==> config.mk <==
export PLATFORM = sky130hd
export DESIGN_NAME = ffe_demux_1x2_deint
export DESIGN_NICKNAME = d
export VERILOG_FILES = /design/src/rtl/ffe_demux_1x2_deint.sv
export SDC_FILE = /design/constraint.sdc
export NUM_CORES = 1
export LEC_CHECK = 0
export BUFFER_PORTS_ARGS = -buffer_cell sky130_fd_sc_hd__buf_4
export CORE_MARGIN = 2
export CORE_UTILIZATION = 25
export DETAILED_ROUTE_END_ITERATION = 8
export GPL_TIMING_DRIVEN = 0
export PLACE_DENSITY_LB_ADDON = 0.25
export RECOVER_POWER = 25
export SYNTH_ARGS = -nofsm -noshare
export SYNTH_HDL_FRONTEND = slang
export SYNTH_SLANG_ARGS = --single-unit
==> constraint.sdc <==
create_clock -name CLK -period 1.7 [get_ports CLK]
set_input_delay 0.085 -clock CLK [delete_from_list [all_inputs] [get_ports CLK]]
set_output_delay 0.085 -clock CLK [all_outputs]
set_load 0.01 [all_outputs]
==> src/rtl/ffe_demux_1x2_deint.sv <==
// Serial-to-pair deinterleaver for the 2-parallel FFE: the first accepted sample goes to the even
// lane and the second to the odd lane. Each pair is presented downstream with a valid/ready handshake.
module ffe_demux_1x2_deint #(
    parameter int unsigned data_width = 12,
    parameter int unsigned cnt_width  = 16
) (
    input  logic                  CLK,
    input  logic                  RST,
    input  logic                  sync_clear,
    input  logic [data_width-1:0] in_data,
    input  logic                  in_valid,
    output logic                  in_ready,
    output logic [data_width-1:0] out_even,
    output logic [data_width-1:0] out_odd,
    output logic                  out_valid,
    input  logic                  out_ready,
    output logic                  half_pair,
    output logic [cnt_width-1:0]  pair_cnt
);

    typedef enum logic [1:0] {
        StEven = 2'b00,
        StOdd  = 2'b01,
        StFull = 2'b10
    } state_e;

    state_e                state;
    logic [data_width-1:0] even_reg;
    logic                  in_xfer;
    logic                  out_xfer;

    // In StFull a slot frees up only when the held pair leaves in this same cycle.
    always_comb begin
        in_ready = 1'b0;
        if (RST && !sync_clear) begin
            case (state)
                StFull:  in_ready = out_ready;
                default: in_ready = 1'b1;
            endcase
        end
    end

    assign in_xfer   = in_valid & in_ready;
    assign out_xfer  = out_valid & out_ready;
    assign half_pair = (state == StOdd);

    always_ff @(posedge CLK or negedge RST) begin
        if (!RST) begin
            state     <= StEven;
            even_reg  <= '0;
            out_even  <= '0;
            out_odd   <= '0;
            out_valid <= 1'b0;
            pair_cnt  <= '0;
        end else if (sync_clear) begin
            // Realign: any partial or pending pair is dropped uncounted; the last pair stays visible.
            state     <= StEven;
            even_reg  <= '0;
            out_valid <= 1'b0;
            pair_cnt  <= '0;
        end else begin
            if (out_xfer) begin
                pair_cnt <= pair_cnt + cnt_width'(1);
            end
            case (state)
                StEven: begin
                    if (in_xfer) begin
                        even_reg <= in_data;
                        state    <= StOdd;
                    end
                end
                StOdd: begin
                    if (in_xfer) begin
                        out_even  <= even_reg;
                        out_odd   <= in_data;
                        out_valid <= 1'b1;
                        state     <= StFull;
                    end
                end
                StFull: begin
                    if (out_ready) begin
                        out_valid <= 1'b0;
                        if (in_xfer) begin
                            even_reg <= in_data;
                            state    <= StOdd;
                        end else begin
                            state <= StEven;
                        end
                    end
                end
                default: begin
                    state     <= StEven;
                    out_valid <= 1'b0;
                end
            endcase
        end
    end

endmodule
# After elaboration in Yosys (flattened, before gate mapping)
# Index checks and enable logic that the tools add are counted.
# Widths: inputs -> output; s select.
[word_totals] ff_bits=55 input_bits=17 out_inout_bits=43
[op_classes] n_addsub=1 n_eq_ne=6 n_mux=18 bitwise=3 reduce_logical=9
[ops] cell="$mux 12" count=3
[ops] cell="$mux 16" count=2
[ops] cell="$pmux 12 s2" count=1
[ops] cell="$add 16x1->16 const B" count=1
[ops] cell="$reduce_and 3->1" count=3
[ops] cell="$mux 2" count=4
[ops] cell="$mux 1" count=6
[ops] cell="$ne 3x3->1 const B" count=2
[ops] cell="$pmux 2 s3" count=1
[ops] cell="$ne 3x2->1 const B" count=1
[ops] cell="$pmux 1 s3" count=1
[ops] cell="$reduce_bool 3->1" count=1
[ops] cell="$and 1x1->1" count=2
[ops] cell="$eq 2x1->1 const B" count=1
[ops] cell="$eq 2x2->1 const B" count=1
[ops] cell="$logic_not 2->1" count=1
[ops] cell="$ne 2x2->1 const B" count=1
[ops] cell="$reduce_and 2->1" count=1
[ops] cell="$reduce_bool 2->1" count=1
[ops] cell="$logic_and 1x1->1" count=1
[ops] cell="$logic_not 1->1" count=1
[ops] cell="$not 1->1" count=1

# Depth between registers and ports, before layout
# Gate-level depths: netlist (run 1).
[logic_depth] word_depth=8 depth_mapped=6

# Worst setup path after synthesis (run 1)
# Ideal clock, no wire load.
[synth_timing] kind="register -> register" from="reg state[0]" to="reg out_odd[0]" setup_ns=0.128 arrival_time_ns=1.585 required_ns=1.572 path_slack_ns=-0.013 stages_incl_launch_ff=6 n_path_buf=1 path_cell_list="dfrtp_1 nor3b_1 nor2_2 nand4b_4 buf_2 mux2_1"
[synth_between] elab_chain_cells=5 word_cells_on_any_way=6
[synth_lines] element="start: declaration" line="27" source="state_e state;"
[synth_lines] element="start signal: assignment" line="49" source="state <= StEven;"
[synth_lines] element="start signal: assignment" line="57" source="state <= StEven;"
[synth_lines] element="start signal: assignment" line="69" source="state <= StOdd;"
[synth_lines] element="$eq 2x2->1" line="36" source="case (state)"
[synth_lines] element="$mux 1" line="36"
[synth_lines] element="$mux 1" line="35" source="if (RST && !sync_clear) begin"
[synth_lines] element="via in_ready" line="12" source="output logic in_ready,"
[synth_lines] element="$and 1x1->1" line="43" source="assign in_xfer = in_valid & in_ready;"
[synth_lines] element="$reduce_and 3->1 (no line)"
[synth_lines] element="end signal: assignment" line="75" source="out_odd <= in_data;"
[synth_lines] element="end: declaration" line="14" source="output logic [data_width-1:0] out_odd,"
# The timed path passes the listed nets, and every way through them passes these cells.
# A chain may end at the register's enable or synchronous reset.

# Final worst setup path (run 1)
[layout_timing] from="reg out_valid" to="reg pair_cnt[13]"
[layout_between] elab_chain_cells=2
[layout_lines] element="start: declaration" line="15" source="output logic out_valid,"
[layout_lines] element="start signal: assignment" line="53" source="out_valid <= 1'b0;"
[layout_lines] element="start signal: assignment" line="59" source="out_valid <= 1'b0;"
[layout_lines] element="start signal: assignment" line="76" source="out_valid <= 1'b1;"
[layout_lines] element="$and 1x1->1" line="44" source="assign out_xfer = out_valid & out_ready;"
[layout_lines] element="$reduce_bool 2->1 (no line)"
[layout_lines] element="end signal: assignment" line="63" source="pair_cnt <= pair_cnt + cnt_width'(1);"
[layout_lines] element="end: declaration" line="18" source="output logic [cnt_width-1:0] pair_cnt"
# No other way between the ends.

==> results of run 1 <==
-- cells by family (layout without fill, tap and decap cells) --
family	count (synthesis)	after routing	share of synthesized area, %
compound gates	22	22	5.01
xor+xnor	10	10	3.62
fa+ha+maj	1	1	0.516
buf+inv	12	95	2.84
flops	55	55	56.8
mux	26	26	12.1
simple gates	83	83	19.1
-- layout by cell type, fill, tap and decap left out, types with 3 or more instances in the layout --
cell type      count
mux2_1            20
nand3_1            8
dlygate4sd3_1     11
dfrtp_2            6
a21oi_1            4
nand2b_1          13
mux2_2             6
clkbuf_8           6
inv_1              3
o21ai_1            9
clkbuf_1           3
buf_4             64
dfrtp_1           49
nor3_1             6
nor2_1            19
nand2_1           21
xnor2_1            8
buf_6              4
nor2b_1            3
o21ai_0            6
-- through the flow --
stage | TNS, ps | power [mW] | std cells | hold slack [ps] | setup slack (ps)
2_1_floorplan | 0 | 1.59 | 209 | -211 | 36.2
3_3_place_gp | -17450 | 1.78 | 395 | 211 | -699
3_5_place_dp | -17970 | 1.78 | 395 | 208 | -753
4_1_cts | 0 | 2.67 | 413 | -246 | 2.27
5_1_grt | 0 | 2.77 | 421 | -236 | 5.29
6_report | 0 | 2.62 | 421 | -262 | 81.8
-- critical path, cell delays in order (launching register included) --
cell     delay (ps)
dfrtp_1         500
nand4_4         190
nor2_1          340
nand3_1         150
mux2_1          320
-- final cells by class --
type                    count  area share, %
inverters                   3          0.338
repair buffers             76           18.0
clock inverters             1          0.900
plain buffers               9           2.25
flip-flops and latches     55           41.5
multi-input cells         142           30.0
clock buffers               6           2.18
well taps                 129           4.84
-- metal layers --
metal  vias up  part of all wire [%]  routed length [um]  track usage, %
met5         -                     0                   0               0
met1       865                    47                2660            15.0
met3         5                   4.5                 258            2.33
met2        43                    48                2710            19.3
met4         0                   1.2                  70            3.90
li1        881                     -                   -               -
-- worst max path at each step --
stage                      startpoint      endpoint  slack, ps  cells past startpoint
final                       out_valid  pair_cnt[13]         80                      4
after CTS                    state[0]    out_odd[6]          2                      5
after detailed placement          RST   even_reg[1]       -750                      6
after global routing      pair_cnt[6]  pair_cnt[14]          5                      4
after floorplan              state[0]    out_odd[0]         40                      4
after global placement            RST   even_reg[1]       -700                      6
-- repair_timing --
item,CTS,global route
setup buffers,1,7
hold endpoints to repair,70,56
hold buffers,10,1
gates resized for setup,12,5
cloned,0,0
pin swaps,1,2
setup endpoints to repair,31,36
-- where the power goes --
group          internal (mW)  switching [mW]
Combinational          0.186           0.160
Sequential              1.39          0.0446
Clock                  0.433           0.407
Total                   2.01           0.612
==> metrics, run 1 <==
outcome complete, but fails checks; failing checks negative hold slack; Worst EP required 1890 ps; Core ar. 0.00933 mm2; Yosys top cell area share 56.8%; storage element area 0.00138 mm2; FF-to-FF Start out_valid; Critical Path AT 1800 ps; Max FO, Critical Path 9; I/O pin count 60; max reg flops 16; syn_nets 227; Largest Register pair_cnt; Rows 35; LEAKAGE 1.60 nW; antenna violations before repair 0; Antenna diodes 0; first-pass GRT wire length 9250 um; Num CTS Buffers 5; fin util 35.8%; clk buf depth 2; R2R setup slack 80 ps; largest net degree at the start of global routing 59; RSZ-0062 raised after global routing false; fin crit period 1620 ps; Detail Route Antenna Nets 0; footprint of the multi-input gates 1000 um2; worst vdd ir 0.000366 V; number of global-route vias before repair 1,839; post-synthesis async set-or-reset flop share 100%; Root Buffer Master clkbuf_8; CP Class reg2reg; Post-synth top flop dfrtp_1; Reg2Reg Depth 4; Critical R2R Capture pair_cnt[13]; Clock Skews 6.91 ps; fmax 618 MHz; nets 310; drc violations 0; Post-synth EDFFs 0; Worst setup EP type register; PwrDens 785 mW/mm2; # fillers 963; Startpoint Class register; top-count cell post-synth dfrtp_1; share of the yosys chip area belonging to registers 56.8%; Pins Over Slew Limit 0; GRT Util Overall 11.6%; Seq cells post-synth 55; CTS tree yes; Placed Area 0.00302 mm2; Yosys warnings 0; RD Place Congestion 0.731; post-synthesis average cell area 11.6 um2; DP Wirelength 3880 um; 1st-pass router iterations 4; unique cell type count in the Yosys netlist 34; Routed WL 5710 um; Synth area leader dfrtp_1; Final Instance Area 0.00334 mm2; Setup-failing EPs final 0; number of port buffers 57; final hold vios 55; Mapped Area 0.00242 mm2; GR Overflow Total 0; Worst-Margin Slew 539 ps; clk sinks 55; max cap viols 0; number of vias per cell 4.26; CTS clk-pin slew, worst paths 100 ps; Avg WL per Cell 13.6 um; initial detailed-routing violation count 32; Layout area overhead 37.7%; final worst path period share 95.2%; Post-synth top cells dfrtp_1 (55), nand2_1 (21), mux2_1 (20); Vias 1,794; clk_lat worst skew 300 ps; Die Y 102 um; top cells by area, synth dfrtp_1 (57%), mux2_1 (9.3%), nand2b_1 (3.4%); die width 102 um; initial core utilization 26.0%; CTS H-tree lvls 2; die area 0.0105 mm2; worst hold margin -262 ps; worst hold path type in2async; Worst slew margin 64.1%; cells after synthesis 209; layout cells sized above 1 33.2%
(Power assumes the default switching activity.)
==> run 2: changes to the inputs <==
--- a/config.mk
+++ b/config.mk
@@ -6,10 +6,11 @@
 export NUM_CORES = 1
 export LEC_CHECK = 0
 export BUFFER_PORTS_ARGS = -buffer_cell sky130_fd_sc_hd__buf_4
-export CORE_MARGIN = 2
+export CORE_MARGIN = 10
 export CORE_UTILIZATION = 25
 export DETAILED_ROUTE_END_ITERATION = 8
 export GPL_TIMING_DRIVEN = 0
+export HOLD_SLACK_MARGIN = 0.06
 export PLACE_DENSITY_LB_ADDON = 0.25
 export RECOVER_POWER = 25
 export SYNTH_ARGS = -nofsm -noshare
==> run 2 against run 1 <==
  * The run still ends with negative hold slack left
  * Sequential share of layout area grew 0.47 points
  * Via count shrank 2.4%
  * Highest routed layer unchanged
  * First-iteration DRC count grew 50%
  * Worst hold slack lost 6.3 ps
  * Power is 5.6% lower
  * Count of clock-buffer cells in the layout decreased by 1
  * Worst setup slack gained 8.6 ps
  * Maximum frequency increased by 0.53%
  * Sequential cell count is the same
  * Combinational power grew 2%
  * Core utilization fell by 0.43 points
  * Global-route usage down 2.8 points
==> metrics, run 2 (synthesis results as in run 1) <==
Final Instance Area 0.00330 mm2; antenna violations before repair 0; I/O pin count 60; layout cells sized above 1 32.6%; wire length on met2 3090 um; number of global-route vias before repair 1,889; Clock Skews 9.25 ps; drc violations 0; GR Overflow Total 0; DP Wirelength 4310 um; initial detailed-routing violation count 48; Core ar. 0.00933 mm2; RD Place Congestion 0.746; max cap viols 0; largest net degree at the start of global routing 59; CTS H-tree lvls 2; die area 0.0140 mm2; PwrDens 750 mW/mm2; Routed WL 6170 um; initial core utilization 26.0%; highest metal used met4; Layout area overhead 36.1%; Pins Over Slew Limit 0; storage element area 0.00138 mm2; Avg WL per Cell 14.8 um; Worst EP required 1880 ps; Worst-Margin Slew 538 ps; worst vdd ir 0.000359 V; Root Buffer Master clkbuf_8; final worst path period share 94.7%; Max FO, Critical Path 10; CTS clk-pin slew, worst paths 100 ps; die width 118 um; outcome complete, but fails checks; Setup-failing EPs final 0; most common cell after layout, fill and taps aside buf_4; footprint of the multi-input gates 0.00101 mm2; clk buf depth 2; leading cell types in the layout, fill and taps excluded buf_4 (60), dfrtp_1 (50), nand2_1 (21), mux2_1 (20), nor2_1 (18); Worst slew margin 64.2%; Critical Path AT 1790 ps; Startpoint Class register; worst hold path type in2async; worst hold margin -268 ps; Placed Area 0.00302 mm2; Largest Register pair_cnt; Vias 1,751; failing checks negative hold slack; Metal-1 WL 2760 um; fin crit period 1610 ps; Reg2Reg Depth 5; # fillers 964; clk sinks 55; Die Y 118 um; number of port buffers 57; max reg flops 16; final hold vios 55; RSZ-0062 raised after global routing false; 1st-pass router iterations 4; Detail Route Antenna Nets 0; Num CTS Buffers 5; metal3 WL 291 um; first-pass GRT wire length 10,100 um; number of vias per cell 4.20; nets 307; CP Class reg2reg; LEAKAGE 1.56 nW; fmax 621 MHz; clk_lat worst skew 300 ps; CTS tree yes; Worst setup EP type register; # hold bufs at CTS 12; Antenna diodes 0; GRT Util Overall 8.82%; Rows 35
==> run 2: cell count changes in the layout (fill, tap and decap cells not counted) <==
cell | previous run | this run
buf_4 | 64 | 60
bufinv_16 | 1 | 0
clkbuf_1 | 3 | 2
clkinvlp_4 | 0 | 1
dfrtp_1 | 49 | 50
dfrtp_2 | 6 | 5
dlygate4sd3_1 | 11 | 12
nor2_1 | 19 | 18
nor2_2 | 1 | 2
or3_1 | 2 | 1
or3_4 | 0 | 1
==> run 2: layer usage <==
| metal | up-vias | GRT usage, % |
|---|---|---|
| li1 | 869 | - |
| met5 | - | 0 |
| met3 | 2 | 2.90 |
| met1 | 849 | 10.3 |
| met2 | 31 | 15.2 |
| met4 | 0 | 2.29 |
==> run 2: worst max-delay path: stages, from the launching register on <==
cell and delay [ps]:
dfrtp_2 480, nor3b_4 260, nor2_2 90, nand4b_4 140
buf_6 190, mux2_1 330
==> run 2: area by class of cell <==
class	count	share of cell area, %
inverter	3	0.342
clock buffer	5	2.09
sequential	55	42.0
multi-input combinational	142	30.6
clock inverter	1	0.228
tap	129	4.90
timing repair buffer	73	17.7
buffer	9	2.28
==> run 2: per-stage QoR <==
| step | power (mW) | utilization [%] | setup WS [ps] | std cells | TNS (ps) |
|---|---|---|---|---|---|
| 3_5_place_dp | 1.79 | 32.3 | -785 | 395 | -18160 |
| 5_1_grt | 2.60 | 35.3 | 7.45 | 417 | 0 |
| 2_1_floorplan | 1.59 | - | 36.2 | 209 | 0 |
| 4_1_cts | 2.52 | 35.1 | 3.46 | 415 | 0 |
| 3_3_place_gp | 1.78 | 32.3 | -750 | 395 | -17940 |
| 6_report | 2.47 | 35.3 | 90.4 | 417 | 0 |
==> run 2: power breakdown <==
| part | internal (mW) | switching, mW |
|---|---|---|
| sequential | 1.39 | 0.0435 |
| combinational | 0.188 | 0.164 |
| clock | 0.275 | 0.413 |
| total | 1.85 | 0.621 |
==> run 2: repair_timing <==
| action | 4_1_cts | 5_1_grt |
|---|---|---|
| endpoints found under the hold margin | 79 | 55 |
| pin swaps | 1 | 4 |
| gates resized for setup | 13 | 5 |
| setup buffers | 2 | 2 |
| setup endpoints to repair | 31 | 20 |
==> run 2: final timing paths <==
path,from,endpoint,slack [ps]
setup / recovery,state[0],out_odd[1],90
hold / removal,RST,pair_cnt[6],-270
setup reg to reg,state[0],out_odd[1],90
hold reg to reg,even_reg[10],out_even[10],490
max in group asynchronous,RST,state[0],1570
min in group CLK,out_ready,pair_cnt[1],80
==> run 3: changes to the inputs <==
--- a/config.mk
+++ b/config.mk
@@ -9,7 +9,7 @@
 export CORE_MARGIN = 10
 export CORE_UTILIZATION = 25
 export DETAILED_ROUTE_END_ITERATION = 8
-export GPL_TIMING_DRIVEN = 0
+export GPL_TIMING_DRIVEN = 1
 export HOLD_SLACK_MARGIN = 0.06
 export PLACE_DENSITY_LB_ADDON = 0.25
 export RECOVER_POWER = 25
==> run 3 against run 2 <==
  * The flow now finishes without violations
  * Worst hold slack better by 380 ps
  * Largest cell class unchanged
  * Clock power up 48%
  * Power up 11%
  * Critical path depth up 2
  * Maximum frequency up 0.80%
  * Critical path type is now in2reg
==> metrics, run 3 (synthesis results as in run 1) <==
die width 118 um; max reg flops 16; CTS H-tree lvls 2; Detail Route Antenna Nets 0; RSZ-0062 raised after global routing false; die area 0.0140 mm2; Avg WL per Cell 13.9 um; fin util 35.5%; nets 312; Routed WL 5910 um; initial detailed-routing violation count 82; I/O pin count 60; Die Y 118 um; Worst EP required 1890 ps; outcome completed; Setup-failing EPs final 0; worst vdd ir 0.000391 V; clk_lat worst skew 310 ps; # fillers 984; Antenna diodes 0; Vias 1,795; CTS clk-pin slew, worst paths 100 ps; CTS tree yes; clk buf depth 2; Max FO, Critical Path 13; number of vias per cell 4.23; drc violations 0; PwrDens 831 mW/mm2; antenna violations before repair 0; Largest Register pair_cnt; storage element area 0.00138 mm2; CP Class in2reg; layout cells sized above 1 23.7%; leading cell types in the layout, fill and taps excluded dfrtp_1 (53), buf_4 (45), clkbuf_1 (27), nand2_1 (21), mux2_1 (20); Core ar. 0.00933 mm2; Worst setup EP type register; final hold vios 0; Worst slew margin 63.3%; DP Wirelength 4180 um; post-CTS setup buffer count 0; Startpoint Class input pin; final worst path period share 93.9%; number of global-route vias before repair 1,914; GR Overflow Total 0; Pins Over Slew Limit 0; max cap viols 0; largest net degree at the start of global routing 43; Layout area overhead 36.6%; GRT Util Overall 8.69%; Critical Path AT 1790 ps; Rows 35; Setup TNS 0 ps; Root Buffer Master clkbuf_8; most common cell after layout, fill and taps aside dfrtp_1; fin crit period 1600 ps; Clock Skews 9.23 ps; clk sinks 55; footprint of the multi-input gates 1000 um2; fmax 626 MHz; worst hold path type in2reg; 1st-pass router iterations 4; RD Place Congestion 0.755; Worst-Margin Slew 551 ps; first-pass GRT wire length 10,000 um; Num CTS Buffers 5; LEAKAGE 1.54 nW; initial core utilization 26.0%; number of port buffers 59
-- run 3: path summary, 6_finish.rpt --
path,start,end,slack [ps],cells after the start
max in group asynchronous,RST,pair_cnt[6],500,4
hold / removal,out_ready,pair_cnt[1],110,3
min in group asynchronous,RST,out_odd[5],390,3
hold reg to reg,even_reg[10],out_even[10],490,1
setup / recovery,RST,out_odd[4],100,7
setup reg to reg,pair_cnt[6],pair_cnt[14],110,4
-- run 3: cell type report --
cell class	count	share of cell area, %
clock buffer	6	2.19
clock inverter	2	1.81
inverter	3	0.340
sequential	55	41.7
tap	129	4.88
multi-input combinational	142	30.2
timing repair buffer	87	18.9
-- run 3: repair_timing --
item / CTS / global route
hold buffers: 13 / 0
hold endpoints to repair: 37 / 0
gates resized for setup: 0 / 4
endpoints found under the setup margin: 0 / 3
-- run 3: where the power goes --
| part | switching [mW] | internal [mW] | total [mW] |
|---|---|---|---|
| clock network | 0.429 | 0.589 | 1.02 |
| registers | 0.0431 | 1.39 | 1.43 |
| logic | 0.164 | 0.140 | 0.304 |
| total | 0.635 | 2.12 | 2.75 |
-- run 3: critical path: stages --
cell	delay (ps)
dlygate4sd3_1	540
clkbuf_1	180
nand2b_1	150
nor2_2	170
nand4b_4	160
buf_12	190
mux2_1	310
-- run 3: per-layer routing --
metal  up-vias  routed length [um]  GRT usage [%]
li1        883                   -              -
met1       867                2630           10.5
met2        40                2870           13.9
met3         5                 344           3.38
met4         0                  61           2.82
met5         -                   0              0
-- run 3: per-stage QoR --
stage / hold WS [ps] / cell area [um2] / setup slack, ps / power (mW) / cells
2_1_floorplan: -211 / 2430 / 36.2 / 1.59 / 209
3_3_place_gp: 76.6 / 3130 / 81.4 / 1.80 / 403
3_5_place_dp: 73.4 / 3130 / 80.2 / 1.80 / 403
4_1_cts: 92.0 / 3400 / 39.6 / 2.87 / 424
5_1_grt: 98.9 / 3310 / 17.3 / 2.91 / 424
6_report: 111 / 3310 / 103 / 2.75 / 424
